$ cat src/rtl/mips_ctrl_pkg.sv
// Shared control-word bit map, forwarding select encodings and pipeline constants
// for the MIPS control pipeline.
package mips_ctrl_pkg;

    localparam int unsigned CONTROL_SIZE = 18;
    localparam int unsigned REG_ADDR_W   = 5;
    localparam int unsigned LINK_REG     = 31;

    localparam int unsigned REG_WRITE = 0;
    localparam int unsigned BRANCH    = 1;
    localparam int unsigned UNSIGNED  = 2;
    localparam int unsigned MEM_READ  = 3;
    localparam int unsigned MEM_WRITE = 4;
    localparam int unsigned MASK_1    = 5;
    localparam int unsigned MASK_2    = 6;
    localparam int unsigned REG_DST   = 7;
    localparam int unsigned SHIFT_SRC = 8;
    localparam int unsigned ALU_SRC   = 9;
    localparam int unsigned ALU_OP0   = 10;
    localparam int unsigned ALU_OP1   = 11;
    localparam int unsigned ALU_OP2   = 12;
    localparam int unsigned MEM_2_REG = 13;
    localparam int unsigned J_RET_DST = 14;
    localparam int unsigned EQORNE    = 15;
    localparam int unsigned JUMP_SRC  = 16;
    localparam int unsigned JUMP_B    = 17;

    typedef enum logic [1:0] {
        FWD_NONE = 2'b00,
        FWD_MEM  = 2'b01,
        FWD_WB   = 2'b10
    } fwd_sel_e;

endpackage

$ cat src/rtl/hazard_detect.sv
// Combinational stall and operand-forwarding logic for the EX stage.
// CTRL_PIPE_FORWARDING_EN enables forwarding; otherwise every RAW hazard stalls.
module hazard_detect
    import mips_ctrl_pkg::*;
#(
    parameter int unsigned REG_ADDR_W = 5
) (
    input  logic                  i_ex_reg_write,
    input  logic                  i_ex_mem_read,
    input  logic [REG_ADDR_W-1:0] i_ex_dst,
    input  logic [REG_ADDR_W-1:0] i_ex_rs,
    input  logic [REG_ADDR_W-1:0] i_ex_rt,
    input  logic                  i_mem_reg_write,
    input  logic [REG_ADDR_W-1:0] i_mem_dst,
    input  logic                  i_wb_reg_write,
    input  logic [REG_ADDR_W-1:0] i_wb_dst,
    input  logic [REG_ADDR_W-1:0] i_id_rs,
    input  logic [REG_ADDR_W-1:0] i_id_rt,
    input  logic                  i_flush,
    output logic                  o_stall,
    output logic [1:0]            o_fwd_a,
    output logic [1:0]            o_fwd_b
);

    logic w_ex_wr;
    logic w_mem_wr;
    logic w_wb_wr;
    logic w_ex_match;
    logic w_hazard;

    // Register 0 is hardwired, so a write to it never creates a dependency.
    assign w_ex_wr    = i_ex_reg_write  && (i_ex_dst  != '0);
    assign w_mem_wr   = i_mem_reg_write && (i_mem_dst != '0);
    assign w_wb_wr    = i_wb_reg_write  && (i_wb_dst  != '0);
    assign w_ex_match = w_ex_wr && ((i_ex_dst == i_id_rs) || (i_ex_dst == i_id_rt));

`ifdef CTRL_PIPE_FORWARDING_EN
    assign w_hazard = w_ex_match && i_ex_mem_read;

    always_comb begin
        o_fwd_a = FWD_NONE;
        o_fwd_b = FWD_NONE;
        if (w_mem_wr && (i_mem_dst == i_ex_rs)) begin
            o_fwd_a = FWD_MEM;
        end else if (w_wb_wr && (i_wb_dst == i_ex_rs)) begin
            o_fwd_a = FWD_WB;
        end
        if (w_mem_wr && (i_mem_dst == i_ex_rt)) begin
            o_fwd_b = FWD_MEM;
        end else if (w_wb_wr && (i_wb_dst == i_ex_rt)) begin
            o_fwd_b = FWD_WB;
        end
    end
`else
    logic w_mem_match;
    logic w_unused;

    // WB is safe: the register file writes before it reads.
    assign w_mem_match = w_mem_wr && ((i_mem_dst == i_id_rs) || (i_mem_dst == i_id_rt));
    assign w_hazard    = w_ex_match || w_mem_match;
    assign o_fwd_a     = FWD_NONE;
    assign o_fwd_b     = FWD_NONE;
    assign w_unused    = ^{i_ex_mem_read, i_ex_rs, i_ex_rt, w_wb_wr};
`endif

    // A flushed instruction is discarded, so it has nothing to wait for.
    assign o_stall = w_hazard && !i_flush;

endmodule

$ cat src/rtl/ctrl_pipeline.sv
// Carries the decoded control word, destination and EX sources through EX/MEM/WB,
// inserting bubbles on stall or flush. Forwarding gated by CTRL_PIPE_FORWARDING_EN.
module ctrl_pipeline
    import mips_ctrl_pkg::*;
#(
    parameter int unsigned CONTROL_SIZE = mips_ctrl_pkg::CONTROL_SIZE,
    parameter int unsigned REG_ADDR_W   = mips_ctrl_pkg::REG_ADDR_W,
    parameter int unsigned LINK_REG     = mips_ctrl_pkg::LINK_REG
) (
    input  logic                    i_clk,
    input  logic                    i_rst_n,
    input  logic                    i_enable,
    input  logic [CONTROL_SIZE-1:0] i_ctrl,
    input  logic [REG_ADDR_W-1:0]   i_rs,
    input  logic [REG_ADDR_W-1:0]   i_rt,
    input  logic [REG_ADDR_W-1:0]   i_rd,
    input  logic                    i_flush,
    output logic                    o_stall,
    output logic [CONTROL_SIZE-1:0] o_ex_ctrl,
    output logic [CONTROL_SIZE-1:0] o_mem_ctrl,
    output logic [CONTROL_SIZE-1:0] o_wb_ctrl,
    output logic [REG_ADDR_W-1:0]   o_ex_dst,
    output logic [REG_ADDR_W-1:0]   o_mem_dst,
    output logic [REG_ADDR_W-1:0]   o_wb_dst,
    output logic [1:0]              o_fwd_a,
    output logic [1:0]              o_fwd_b
);

    logic [CONTROL_SIZE-1:0] r_ex_ctrl, r_mem_ctrl, r_wb_ctrl;
    logic [REG_ADDR_W-1:0]   r_ex_dst, r_mem_dst, r_wb_dst;
    logic [REG_ADDR_W-1:0]   r_ex_rs, r_ex_rt;

    logic [REG_ADDR_W-1:0]   w_id_dst;
    logic                    w_bubble;
    logic                    w_stall;

    always_comb begin
        w_id_dst = i_rt;
        if (i_ctrl[J_RET_DST]) begin
            w_id_dst = REG_ADDR_W'(LINK_REG);
        end else if (i_ctrl[REG_DST]) begin
            w_id_dst = i_rd;
        end
    end

    assign w_bubble = i_flush || w_stall;

    always_ff @(posedge i_clk or negedge i_rst_n) begin
        if (!i_rst_n) begin
            r_ex_ctrl  <= '0;
            r_mem_ctrl <= '0;
            r_wb_ctrl  <= '0;
            r_ex_dst   <= '0;
            r_mem_dst  <= '0;
            r_wb_dst   <= '0;
            r_ex_rs    <= '0;
            r_ex_rt    <= '0;
        end else if (i_enable) begin
            r_wb_ctrl  <= r_mem_ctrl;
            r_wb_dst   <= r_mem_dst;
            r_mem_ctrl <= r_ex_ctrl;
            r_mem_dst  <= r_ex_dst;
            if (w_bubble) begin
                r_ex_ctrl <= '0;
                r_ex_dst  <= '0;
                r_ex_rs   <= '0;
                r_ex_rt   <= '0;
            end else begin
                r_ex_ctrl <= i_ctrl;
                r_ex_dst  <= w_id_dst;
                r_ex_rs   <= i_rs;
                r_ex_rt   <= i_rt;
            end
        end
    end

    hazard_detect #(
        .REG_ADDR_W (REG_ADDR_W)
    ) u_hazard_detect (
        .i_ex_reg_write  (r_ex_ctrl[REG_WRITE]),
        .i_ex_mem_read   (r_ex_ctrl[MEM_READ]),
        .i_ex_dst        (r_ex_dst),
        .i_ex_rs         (r_ex_rs),
        .i_ex_rt         (r_ex_rt),
        .i_mem_reg_write (r_mem_ctrl[REG_WRITE]),
        .i_mem_dst       (r_mem_dst),
        .i_wb_reg_write  (r_wb_ctrl[REG_WRITE]),
        .i_wb_dst        (r_wb_dst),
        .i_id_rs         (i_rs),
        .i_id_rt         (i_rt),
        .i_flush         (i_flush),
        .o_stall         (w_stall),
        .o_fwd_a         (o_fwd_a),
        .o_fwd_b         (o_fwd_b)
    );

    assign o_stall    = w_stall;
    assign o_ex_ctrl  = r_ex_ctrl;
    assign o_mem_ctrl = r_mem_ctrl;
    assign o_wb_ctrl  = r_wb_ctrl;
    assign o_ex_dst   = r_ex_dst;
    assign o_mem_dst  = r_mem_dst;
    assign o_wb_dst   = r_wb_dst;

endmodule

$ cat config.mk
export PLATFORM = sky130hd
export DESIGN_NAME = ctrl_pipeline
export DESIGN_NICKNAME = d
export VERILOG_FILES = /design/src/rtl/mips_ctrl_pkg.sv /design/src/rtl/hazard_detect.sv /design/src/rtl/ctrl_pipeline.sv
export SDC_FILE = /design/constraint.sdc
export NUM_CORES = 1
export LEC_CHECK = 0
export ABC_CLOCK_PERIOD_IN_PS = 1700
export BUFFER_PORTS_ARGS = -buffer_cell sky130_fd_sc_hd__buf_4
export CELL_PAD_IN_SITES_DETAIL_PLACEMENT = 1
export CELL_PAD_IN_SITES_GLOBAL_PLACEMENT = 1
export CORE_MARGIN = 2
export CORE_UTILIZATION = 35
export CTS_CLUSTER_DIAMETER = 40
export CTS_CLUSTER_SIZE = 20
export DETAILED_ROUTE_END_ITERATION = 8
export PLACE_DENSITY_LB_ADDON = 0.1
export SYNTH_ARGS = -nofsm -noshare
export SYNTH_HDL_FRONTEND = slang
export SYNTH_HIERARCHICAL = 1
export SYNTH_SLANG_ARGS = --single-unit
$ cat constraint.sdc
create_clock -name i_clk -period 1.7 [get_ports i_clk]
set_input_delay 0.085 -clock i_clk [delete_from_list [all_inputs] [get_ports i_clk]]
set_output_delay 0.085 -clock i_clk [all_outputs]
set_load 0.005 [all_outputs]
After elaboration in Yosys (flattened, before gate mapping)
Index checks and enable logic that the tools add are counted.

Word-level logic and storage cells: 26. Output and inout port bits: 74. Bits of input ports: 37. Register bits after elaboration: 69.

Reductions and logical operators: 12. Equality and inequality tests: 4. Multiplexer cells: 4.

Operators by type and width (count): 5-bit == test (4); 18-bit two-way mux (1); 5-bit two-way mux (3); 5-bit nonzero test (2); 1-bit logical AND (5); 1-bit logical OR (4); 1-bit zero test (1).

Logic depth before layout (Yosys ltp)
Gate-level depths: netlist of the first run.

Word-level depth: 7. Depth in mapped cells: 8. Depth with buffers taken out: 7.

Modules after synthesis
The synthesis of the first run kept the hierarchy.

By module, submodules not included: ctrl_pipeline (area each 3094.2 um2, instances 1, cells an instance 243, seq. area each 1976.9 um2); hazard_detect (area each 302.8 um2, instances 1, cells an instance 42, seq. area each 0.0 um2).

Least setup slack after synthesis of the first run
OpenSTA, ideal clock, no wires.

Kind: reg-to-reg. Start: register r_ex_dst[1] (netlist: o_ex_dst[1]). End: register r_ex_ctrl[7] (netlist: o_ex_ctrl[7]). Period minus slack after synthesis: 1.876 ns. Required time: 1.624 ns. Data arrival time: 1.800 ns. Cell stages (with the launch flop): 8. Setup time: 0.076 ns. Path buffers: 1. Slack: -0.176 ns. Cells stage by stage: dfrtp_1 -> or4_1 -> o21ai_1 -> o22ai_1 -> nor3b_4 -> buf_6 -> nand2_1 -> o21ai_1.

Cells in the longest elaborated chain, start to end: 7. Elaborated cells on any way between the ends: 10. Those cells by class: eq/ne (2); mux (1); reduce/logical (7).

RTL lines: start: declaration (RTL line ctrl_pipeline.sv:30) `logic [REG_ADDR_W-1:0] r_ex_dst, r_mem_dst, r_wb_dst;`; start signal: assignment (RTL line ctrl_pipeline.sv:70) `r_ex_dst <= w_id_dst;`; 5-bit == test / 5-bit nonzero test (equally long branches) (RTL line hazard_detect.sv:35, hazard_detect.sv:32); 1-bit logical OR / 1-bit logical AND (equally long branches) (RTL line hazard_detect.sv:35, hazard_detect.sv:32); 1-bit logical AND (*) (RTL line hazard_detect.sv:35) `assign w_ex_match = w_ex_wr && ((i_ex_dst == i_id_rs) || (i_ex_dst == i_id_rt));`; 1-bit logical OR (*) (RTL line hazard_detect.sv:60) `assign w_hazard = w_ex_match || w_mem_match;`; 1-bit logical AND (*) (RTL line hazard_detect.sv:67) `assign o_stall = w_hazard && !i_flush;`; named net o_stall (RTL line ctrl_pipeline.sv:18) `output logic o_stall,`; 1-bit logical OR (*) (RTL line ctrl_pipeline.sv:46) `assign w_bubble = i_flush || w_stall;`; 18-bit two-way mux (*) (RTL line ctrl_pipeline.sv:63) `if (w_bubble) begin`; end signal: assignment (RTL line ctrl_pipeline.sv:69) `r_ex_ctrl <= i_ctrl;`; end: declaration (RTL line ctrl_pipeline.sv:29) `logic [CONTROL_SIZE-1:0] r_ex_ctrl, r_mem_ctrl, r_wb_ctrl;`.

The timed path passes the listed nets; every way through them passes the cells marked *. A chain may end at the register's enable or synchronous reset.

Worst setup path in the final report of the first run
Start: register r_ex_dst[1] (netlist: o_ex_dst[1]). End: register r_ex_ctrl[12] (netlist: o_ex_ctrl[12]).

Cells in the longest elaborated chain, start to end: 7. Elaborated cells on any way between the ends: 10. Those cells by class: eq/ne (2); mux (1); reduce/logical (7).

RTL lines (RTL line): 5-bit == test / 5-bit nonzero test (equally long branches) (hazard_detect.sv:35, hazard_detect.sv:32); 1-bit logical OR / 1-bit logical AND (equally long branches) (hazard_detect.sv:35, hazard_detect.sv:32); 1-bit logical AND (*) (hazard_detect.sv:35); 1-bit logical OR (*) (hazard_detect.sv:60); 1-bit logical AND (*) (hazard_detect.sv:67); 1-bit logical OR (*) (ctrl_pipeline.sv:46); 18-bit two-way mux (*) (ctrl_pipeline.sv:63).

Every way passes the cells marked *; elsewhere a longest branch is shown, timed or not.

==> metrics.md, run 1 <==
| Metric | Value |
|---|---|
| Outcome | finished, violations left |
| Violated checks | negative setup slack |
| Pleak | between 2 and 2.5 nW |
| Clock Path Buffers | 2 |
| CTS tree | built |
| Worst skew pair latency | 0.34 ns |
| Clock power share | 35.6% |
| First-pass GRT wire length | around 13,000 µm |
| R2R Path Start | o_ex_dst[1] |
| Pwr/cell area | about 1000 nW/µm² |
| Max-cap viol count | 0 |
| Initial core utilization | between 30% and 40% |
| HP Class | in -> reg |
| Worst vdd ir | about 0.47 mV |
| IO Pins | about 110 |
| CTS H-tree depth | 3 |
| Final WL | between 8000 and 9000 µm |
| Syn Std Cell Area | approximately 3000 µm² |
| Routability congestion estimate from global placement | around 0.83 |
| CTS root buf | clkbuf_8 |
| Syn. warnings | 6 |
| Worst Path Required | 1.96 ns |
| CTS Sinks | 69 |
| Via count | 2,317 |
| Chip Height | ~97 µm |
| Reg power frac | a little over two fifths |
| All-Layer GR Usage | 17.7% |
| Initial DRC Count | 34 |
| Max Fanout on Critical Path | 7 |
| Area of the die | about 9400 µm² |
| Placement-stage cell area | 4040 µm² |
| Reg clk slew, reported paths | 0.07 ns |
| # diodes | 0 |
| R2R cell count | 8 |
| P&R area growth vs syn | 54.0% |
| Vias/cell | 4.60 |
| Core ar. | 8300 µm² |
| Die Wd | 96.9 µm |
| Final period util | 112% |
| Final ANT Viol Nets | 0 |
| Crit. End Element | register |
| Hold wc startpoint | i_ctrl[7] |
| Num CTS Buffers | 9 |
| Syn avg cell area | 12.3 µm² |
| Clock Skews | roughly 0.0084 ns |
| Max Transition Viols Final | 0 |
| WL/cell | 16.1 µm |
| Logic pwr share | about 22% |
| Crit Path Class | reg -> reg |
| CP Launch Type | register |
| Min Tclk post-route | 1.90 ns |
| Vias in the first global route | around 2.5k |
| Setup ws final | -0.203 ns |
| Hold Vio Cnt, Final | 0 |
| Hold Crit Depth | 3 |
| Share of layout cells above drive strength 1 | 58.4% |
| Sw Share | 25.4% |
| CP arrival | around 2.2 ns |
| Grt total ovfl | 0 |
| Pin count of the biggest net entering global routing | 34 |
| DRC errors left | 0 |
| Setup Viol. Count Final | 24 |
| Post-synthesis cell count | approximately 250 |
| Crit path launch | o_ex_dst[1] |
| Final net count | between 400 and 500 |
| RSZ-0062 raised after global routing | yes |
| Fillers | roughly 870 |
| Fin Setup TNS | -4.14 ns |
| Number of buffers added on ports | between 100 and 150 |
| Cell area after layout | ~4700 µm² |
| Total net switching power | 1.21 mW |
| DRT Pass-1 Iters | 4 |
| Rows | 33 |
| Power Total | between 4 and 5 mW |
| Antenna violations before repair | 0 |
| Max Clk Rate | about 530 MHz |
| Internal power | about 3.6 mW |
| DPL Wire Length | roughly 5700 µm |
## metal layers
layer  vias up  global-route usage, %  part of all wire, %  wire [µm]
li1       1094                      -                    -          -
met1      1142                   22.3                   43       3480
met2        69                   28.9                   50       4030
met3        12                   4.84                  5.6        454
met4         0                   6.83                  1.6        132
met5         -                      0                    0          0
## critical path, stage by stage, from the launching register on
cell     delay, ns
dfrtp_1       0.40
or4_4         0.54
o21ai_2       0.14
o22ai_2       0.11
nor3b_4       0.24
buf_6         0.14
buf_6         0.13
nand2_2       0.04
o21ai_1       0.08
## stage by stage
step           setup WS [ns]  utilization [%]  hold slack, ns  instances
2_1_floorplan         -0.153                -          -0.211        248
3_3_place_gp          -0.171             48.6          0.0108        464
3_5_place_dp          -0.246             48.6          0.0146        464
4_1_cts               -0.216             54.6          0.0331        502
5_1_grt               -0.284             56.1          0.0341        504
6_report              -0.203             56.1          0.0497        504
## final timing paths
check / to / slack (ns)
max: o_ex_ctrl[12] / -0.20
min: o_ex_ctrl[7] / 0.05
max reg2reg: o_ex_ctrl[12] / -0.20
min reg2reg: o_wb_dst[1] / 0.51
max in group asynchronous: o_wb_ctrl[8] / 0.99
min in group asynchronous: o_wb_dst[3] / 0.19
## sequential cells by signal (all words and copies together) (netlist names)
name	flops
o_mem_ctrl	18
o_wb_ctrl	18
o_ex_ctrl	18
o_ex_dst	5
o_wb_dst	5
o_mem_dst	5
## power groups by stage
stage	clock, mW	combinational [mW]	sequential [mW]
4_1_cts	1.74	1.04	2.01
2_1_floorplan	0	0.352	2.04
5_1_grt	1.82	1.16	2.04
3_3_place_gp	0	0.961	2.02
3_5_place_dp	0	0.976	2.03
6_report	1.70	1.06	2.00
## cell type report
class	count	area, µm²	share of cell area [%]
tap	105	131	2.82
multi-input combinational	139	1210	25.9
clock inverter	5	106	2.28
clock buffer	11	151	3.25
timing repair buffer	152	1240	26.7
inverter	23	86.3	1.85
sequential	69	1730	37.1
## cells in the final DEF, fill, tap and decap left out, types with 2 or more instances in the layout
cell           count
conb_1             4
inv_1             23
mux2_2            51
o21ai_1           20
buf_4            124
nor2b_1            2
xor2_1            17
nand2_1            5
nor2_1             4
bufinv_16          3
clkbuf_8          11
dlygate4sd3_1     18
nand2_2           12
nor3_1             2
nor3_2             2
o21ai_2           10
xor2_2             3
buf_12             2
buf_6              7
dfrtp_1           69
## repair_timing
action                                 CTS  global route
gates cloned                             1             0
hold buffers                            18             0
endpoints found under the hold margin   74             0
resized for setup                       14            29
pin swaps                                4             9
buffers inserted                         3             2
setup endpoints to repair               24            24
Note: power is estimated with default switching activity, not from simulation.
==> run 2, diff against run 1 <==
--- a/config.mk
+++ b/config.mk
@@ -5,12 +5,12 @@
 export SDC_FILE = /design/constraint.sdc
 export NUM_CORES = 1
 export LEC_CHECK = 0
-export ABC_CLOCK_PERIOD_IN_PS = 1700
+export ABC_CLOCK_PERIOD_IN_PS = 1670
 export BUFFER_PORTS_ARGS = -buffer_cell sky130_fd_sc_hd__buf_4
 export CELL_PAD_IN_SITES_DETAIL_PLACEMENT = 1
 export CELL_PAD_IN_SITES_GLOBAL_PLACEMENT = 1
 export CORE_MARGIN = 2
-export CORE_UTILIZATION = 35
+export CORE_UTILIZATION = 30
 export CTS_CLUSTER_DIAMETER = 40
 export CTS_CLUSTER_SIZE = 20
 export DETAILED_ROUTE_END_ITERATION = 8
==> constraint.sdc (replaced) <==
create_clock -name i_clk -period 1.67 [get_ports i_clk]
set_input_delay 0.0835 -clock i_clk [delete_from_list [all_inputs] [get_ports i_clk]]
set_output_delay 0.0835 -clock i_clk [all_outputs]
set_load 0.005 [all_outputs]
==> metrics.md, run 2 (synthesis results as in run 1) <==
| Metric | Value |
|---|---|
| Routability congestion estimate from global placement | 0.801 (was 0.827) |
| Max Clk Rate | 529 MHz (was 525 MHz) |
| Final core occ | 47.8% (was 56.1%) |
| Total net switching power | 1.21 mW (about the same) |
| Power Total | 4.45 mW (was 4.76 mW) |
| Crit. End Element | register (unchanged) |
| Max-cap viol count | 0 (unchanged) |
| RSZ-0062 raised after global routing | yes (unchanged) |
| All-Layer GR Usage | 15.5% (was 17.7%) |
| CTS root buf | clkbuf_8 (unchanged) |
| DPL Wire Length | 5810 µm (was 5710 µm) |
| Post-Route Hold Slack | 0.0268 ns (was 0.0497 ns) |
| Internal power | 3.24 mW (was 3.55 mW) |
| Most frequent cells in the layout | 128 x buf_4, 67 x dfrtp_1, 51 x mux2_2 (was 124 x buf_4, 69 x dfrtp_1, 51 x mux2_2) |
| IO Pins | 111 (unchanged) |
| Num CTS Buffers | 9 (unchanged) |
| WL/cell | 15.0 µm (was 16.1 µm) |
| Sw Share | 27.2% (was 25.4%) |
| Via count | 2,315 (was 2,317) |
| Pleak | 2.32 nW (about the same) |
| Max Transition Viols Final | 0 (unchanged) |
| CP arrival | 2.16 ns (about the same) |
| Die Wd | 104 µm (was 96.9 µm) |
| Share of layout cells above drive strength 1 | 60.4% (was 58.4%) |
| # diodes | 0 (unchanged) |
| Worst skew pair latency | 0.34 ns (about the same) |
| R2R Setup Slk | -0.22 ns (was -0.20 ns) |
| Reg clk slew, reported paths | 0.07 ns (about the same) |
| Final ANT Viol Nets | 0 (unchanged) |
| CTS H-tree depth | 3 (unchanged) |
| Vias/cell | 4.33 (was 4.60) |
| Hold Vio Cnt, Final | 0 (unchanged) |
| Min Tclk post-route | 1.89 ns (was 1.90 ns) |
| Final WL | 8030 µm (was 8100 µm) |
| Number of buffers added on ports | 106 (unchanged) |
| Worst vdd ir | 0.372 mV (was 0.475 mV) |
| Final net count | 435 (was 431) |
| Outcome | finished, violations left (unchanged) |
| Antenna violations before repair | 0 (unchanged) |
| Logic pwr share | 25.0% (was 22.3%) |
| Reg power frac | 45.9% (was 42.1%) |
| Violated checks | negative setup slack (unchanged) |
| CTS Sinks | 69 (unchanged) |
| Worst Path Required | 1.94 ns (was 1.96 ns) |
| First-pass GRT wire length | 13,200 µm (was 13,100 µm) |
| Area of the die | 10,900 µm² (was 9390 µm²) |
| Initial DRC Count | 60 (was 34) |
| Clock Path Buffers | 2 (unchanged) |
| CP Launch Type | register (unchanged) |
| Most common cell after layout, fill and taps aside | buf_4 (unchanged) |
| DRC errors left | 0 (unchanged) |
| Clock Skews | 0.00919 ns (was 0.00837 ns) |
| Grt total ovfl | 0 (unchanged) |
| Max Fanout on Critical Path | 8 (was 7) |
| Crit Path Class | reg -> reg (unchanged) |
| HP Class | in -> reg (unchanged) |
| DRT Pass-1 Iters | 4 (unchanged) |
| CTS tree | built (unchanged) |
| Initial core utilization | 30.9% (was 36.4%) |
| Cell total after placement | 497 (was 464) |
| Fillers | 1,079 (was 865) |
| Pwr/cell area | 951 nW/µm² (was 1020 nW/µm²) |
| Core ar. | 9770 µm² (was 8300 µm²) |
| Chip Height | 104 µm (was 96.9 µm) |
| Rows | 36 (was 33) |
| Final period util | 113% (was 112%) |
| Clock power share | 29.1% (was 35.6%) |
| Setup ws final | -0.221 ns (was -0.203 ns) |
| P&R area growth vs syn | 54.8% (was 54.0%) |
| Setup Viol. Count Final | 24 (unchanged) |
| Vias in the first global route | 2,479 (was 2,539) |
| Pin count of the biggest net entering global routing | 39 (was 34) |
| Non-Filler Instances | 535 (was 504) |
[run 2: power groups by stage]
stage | combinational (mW) | sequential (mW) | clock (mW)
6_report | 1.11 | 2.04 | 1.30
5_1_grt | 1.22 | 2.08 | 1.43
4_1_cts | 1.09 | 2.04 | 1.35
3_5_place_dp | 1.01 | 2.07 | 0
3_3_place_gp | 1.00 | 2.06 | 0
2_1_floorplan | 0.358 | 2.08 | 0
[run 2: final timing paths]
| kind | cells past startpoint | to | from |
|---|---|---|---|
| worst max register to register | 8 | o_ex_ctrl[10] | o_ex_dst[1] |
| max in group asynchronous | 3 | o_mem_ctrl[9] | i_rst_n |
| worst min register to register | 1 | o_wb_ctrl[17] | o_wb_ctrl[17] |
| worst min-delay path | 3 | o_ex_ctrl[14] | i_ctrl[14] |
| worst max-delay path | 8 | o_ex_ctrl[10] | o_ex_dst[1] |
| min in group asynchronous | 2 | o_wb_dst[4] | i_rst_n |
[run 2: per-stage QoR]
stage | setup WS [ns] | TNS (ns) | area [µm²]
floorplan | -0.183 | -3.59 | 3040
global placement | -0.196 | -3.88 | 4110
detailed placement | -0.233 | -4.41 | 4110
CTS | -0.253 | -4.97 | 4570
global route | -0.319 | -6.95 | 4680
finish | -0.221 | -4.59 | 4680
[run 2: critical path, cell delays in order (launching register included)]
cell     delay, ns
dfrtp_1       0.39
or4_4         0.54
o21ai_2       0.16
o22ai_2       0.11
nor3b_4       0.21
buf_6         0.17
buf_12        0.15
nand2_2       0.04
o21ai_1       0.06
[run 2: timing repair]
action,in CTS,in global routing
pin swaps,4,7
cloned,1,0
setup endpoints to repair,24,24
hold buffers,17,0
setup buffers,4,2
gates resized for setup,29,27
endpoints found under the hold margin,85,0
[run 2: routing by layer]
layer / routed length, µm / track usage, %
met5: 0 / 0
met4: 73 / 5.21
met3: 572 / 5.51
met2: 3920 / 24.2
met1: 3460 / 19.9
[run 2: area by class of cell]
class / instances / area [µm²] / area share (%)
inverters: 23 / 86.3 / 1.85
repair buffers: 156 / 1280 / 27.5
clock buffers: 10 / 128 / 2.73
clock inverters: 5 / 52.6 / 1.12
multi-input cells: 139 / 1230 / 26.3
flip-flops and latches: 69 / 1730 / 37.0
well taps: 133 / 166 / 3.56
==> run 3, diff against run 2 <==
--- a/config.mk
+++ b/config.mk
@@ -10,7 +10,7 @@
 export CELL_PAD_IN_SITES_DETAIL_PLACEMENT = 1
 export CELL_PAD_IN_SITES_GLOBAL_PLACEMENT = 1
 export CORE_MARGIN = 2
-export CORE_UTILIZATION = 30
+export CORE_UTILIZATION = 35
 export CTS_CLUSTER_DIAMETER = 40
 export CTS_CLUSTER_SIZE = 20
 export DETAILED_ROUTE_END_ITERATION = 8
@@ -19,3 +19,4 @@
 export SYNTH_HDL_FRONTEND = slang
 export SYNTH_HIERARCHICAL = 1
 export SYNTH_SLANG_ARGS = --single-unit
+export TNS_END_PERCENT = 20
==> metrics.md, run 3 (synthesis results as in run 1) <==
| Metric | Value |
|---|---|
| RSZ-0062 raised after global routing | yes (unchanged) |
| DRT Pass-1 Iters | 4 (unchanged) |
| Setup Viol. Count Final | 24 (unchanged) |
| Number of buffers added on ports | 106 (unchanged) |
| All-Layer GR Usage | 17.1% (was 15.5%) |
| R2R Path Start | o_mem_dst[2] (was o_ex_dst[1]) |
| Routability congestion estimate from global placement | 0.776 (was 0.801) |
| CTS root buf | clkbuf_8 (unchanged) |
| Worst path bufs/invs | 1 (was 2) |
| Grt total ovfl | 0 (unchanged) |
| Pleak | 2.29 nW (was 2.32 nW) |
| DRC errors left | 0 (unchanged) |
| Max-cap viol count | 0 (unchanged) |
| CTS H-tree depth | 3 (unchanged) |
| Reg clk slew, reported paths | 0.07 ns (about the same) |
| CP max stage cell | or4_4 (unchanged) |
| Final WL | 7700 µm (was 8030 µm) |
| Vias/cell | 4.62 (was 4.33) |
| Clock Skews | 0.00699 ns (was 0.00919 ns) |
| # diodes | 0 (unchanged) |
| Cell family with most CP delay | simple AND/OR/NAND/NOR gates (unchanged) |
| Worst Path Required | 1.94 ns (about the same) |
| Via count | 2,319 (was 2,315) |
| Max stage delay on crit path | 0.55 ns (was 0.54 ns) |
| Initial core utilization | 36.4% (was 30.9%) |
| Initial DRC Count | 49 (was 60) |
| HP Class | in -> reg (unchanged) |
| Worst skew pair latency | 0.34 ns (about the same) |
| Clock Path Buffers | 2 (unchanged) |
| Num CTS Buffers | 9 (unchanged) |
| Post-Route Hold Slack | 0.0234 ns (was 0.0268 ns) |
| Hold Vio Cnt, Final | 0 (unchanged) |
| Min Tclk post-route | 1.98 ns (was 1.89 ns) |
| Hold Path Sink | o_ex_ctrl[7] (was o_ex_ctrl[14]) |
| Outcome | finished, violations left (unchanged) |
| Rows | 33 (was 36) |
| First-pass GRT wire length | 12,800 µm (was 13,200 µm) |
| Setup ws final | -0.308 ns (was -0.221 ns) |
| Worst vdd ir | 0.579 mV (was 0.372 mV) |
| IO Pins | 111 (unchanged) |
| CP Launch Type | register (unchanged) |
| CP arrival | 2.25 ns (was 2.16 ns) |
| R2R Setup Slk | -0.31 ns (was -0.22 ns) |
| Crit Path Class | reg -> reg (unchanged) |
| Final period util | 118% (was 113%) |
| Core ar. | 8300 µm² (was 9770 µm²) |
| Crit. End Element | register (unchanged) |
| Cell total after placement | 468 (was 497) |
| Area of the die | 9390 µm² (was 10,900 µm²) |
| Chip Height | 96.9 µm (was 104 µm) |
| Final ANT Viol Nets | 0 (unchanged) |
| DPL Wire Length | 5480 µm (was 5810 µm) |
| CTS tree | built (unchanged) |
| Die Wd | 96.9 µm (was 104 µm) |
| WL/cell | 15.3 µm (was 15.0 µm) |
| Most common cell after layout, fill and taps aside | buf_4 (unchanged) |
| R2r endpoint | o_ex_ctrl[6] (was o_ex_ctrl[10]) |
| Vias in the first global route | 2,492 (was 2,479) |
| Pin count of the biggest net entering global routing | 39 (unchanged) |
| CTS Sinks | 69 (unchanged) |
| Hold Crit Depth | 3 (unchanged) |
| Max Fanout on Critical Path | 5 (was 8) |
| Final net count | 430 (was 435) |
| Violated checks | negative setup slack (unchanged) |
| Pwr/cell area | 1010 nW/µm² (was 951 nW/µm²) |
| Critical path, cell by cell | or4_4, o21ai_4, o22ai_4, nor3b_4, buf_4, nand2_1, o21ai_1 (was or4_4, o21ai_2, o22ai_2, nor3b_4, buf_6, buf_12, nand2_2, o21ai_1) |
| P&R area growth vs syn | 51.9% (was 54.8%) |
| R2R cell count | 7 (was 8) |
| Max Transition Viols Final | 0 (unchanged) |
| Hold wc startpoint | i_ctrl[7] (was i_ctrl[14]) |
| Antenna violations before repair | 0 (unchanged) |
| Most frequent cells in the layout | 125 x buf_4, 68 x dfrtp_1, 51 x mux2_2 (was 128 x buf_4, 67 x dfrtp_1, 51 x mux2_2) |
| Non-Filler Instances | 502 (was 535) |
| Max Clk Rate | 505 MHz (was 529 MHz) |
| Share of layout cells above drive strength 1 | 55.7% (was 60.4%) |
-- run 3: cell count changes in the layout (fill, tap and decap cells not counted), moves of 2 or more --
cell	delta
nor3_2	-2
clkinv_2	-3
o21ai_0	+2
nand2_1	+13
buf_4	-3
nor3_1	+2
nand2_2	-12
o21ai_2	-3
-- run 3: where the power goes --
group	internal [mW]	total, mW	switching [mW]	leakage (nW)
combinational	0.663	1.07	0.412	1.30
clock	0.879	1.53	0.653	0.105
sequential	1.88	2.04	0.156	0.889
total	3.43	4.65	1.22	2.29
-- run 3: layout make-up --
class	count	area, µm²
clock inverter	5	83.8
sequential	69	1730
timing repair buffer	151	1240
fill	876	3710
multi-input combinational	139	1190
inverter	23	86.3
clock buffer	10	138
tap	105	131
-- run 3: worst max-delay path by stage --
stage | to | cells past startpoint | slack, ns | start
final | o_ex_ctrl[6] | 7 | -0.31 | o_mem_dst[2]
after global routing | o_ex_ctrl[6] | 7 | -0.40 | o_mem_dst[2]
after CTS | o_stall | 7 | -0.27 | o_ex_dst[4]
after detailed placement | o_ex_ctrl[8] | 7 | -0.26 | o_ex_dst[1]
after global placement | o_ex_dst[2] | 7 | -0.13 | o_ex_dst[1]
after floorplan | o_ex_ctrl[7] | 7 | -0.18 | o_ex_dst[1]
-- run 3: worst reg2reg max path, stage by stage (launching register included) --
cell and delay, ns:
dfrtp_1 0.40, or4_4 0.55, o21ai_4 0.18, o22ai_4 0.10, nor3b_4 0.35, buf_4 0.21
nand2_1 0.06, o21ai_1 0.06
-- run 3: timing repair --
| item | CTS | global route |
|---|---|---|
| endpoints found under the setup margin | 24 | 24 |
| pin swaps | 7 | 12 |
| endpoints found under the hold margin | 47 | 0 |
| cloned | 0 | 1 |
| hold buffers | 17 | 0 |
| resized for setup | 17 | 27 |
| buffers inserted | 0 | 1 |
-- run 3: through the flow --
stage / instance area (µm²) / setup slack (ns) / utilization (%) / power [mW] / TNS (ns)
after floorplan: 3040 / -0.184 / - / 2.43 / -3.65
after global placement: 4080 / -0.132 / 49.1 / 3.04 / -2.63
after detailed placement: 4080 / -0.260 / 49.1 / 3.06 / -4.47
after CTS: 4480 / -0.273 / 54.0 / 4.65 / -5.35
after global routing: 4590 / -0.400 / 55.3 / 4.91 / -8.89
final: 4590 / -0.308 / 55.3 / 4.65 / -6.77
-- run 3: routing by layer --
| metal | share of wire (%) | GRT usage, % | vias up |
|---|---|---|---|
| li1 | - | - | 1097 |
| met1 | 43 | 21.7 | 1142 |
| met2 | 49 | 27.7 | 69 |
| met3 | 6.3 | 5.42 | 11 |
| met4 | 1.4 | 5.53 | 0 |
| met5 | 0 | 0 | - |
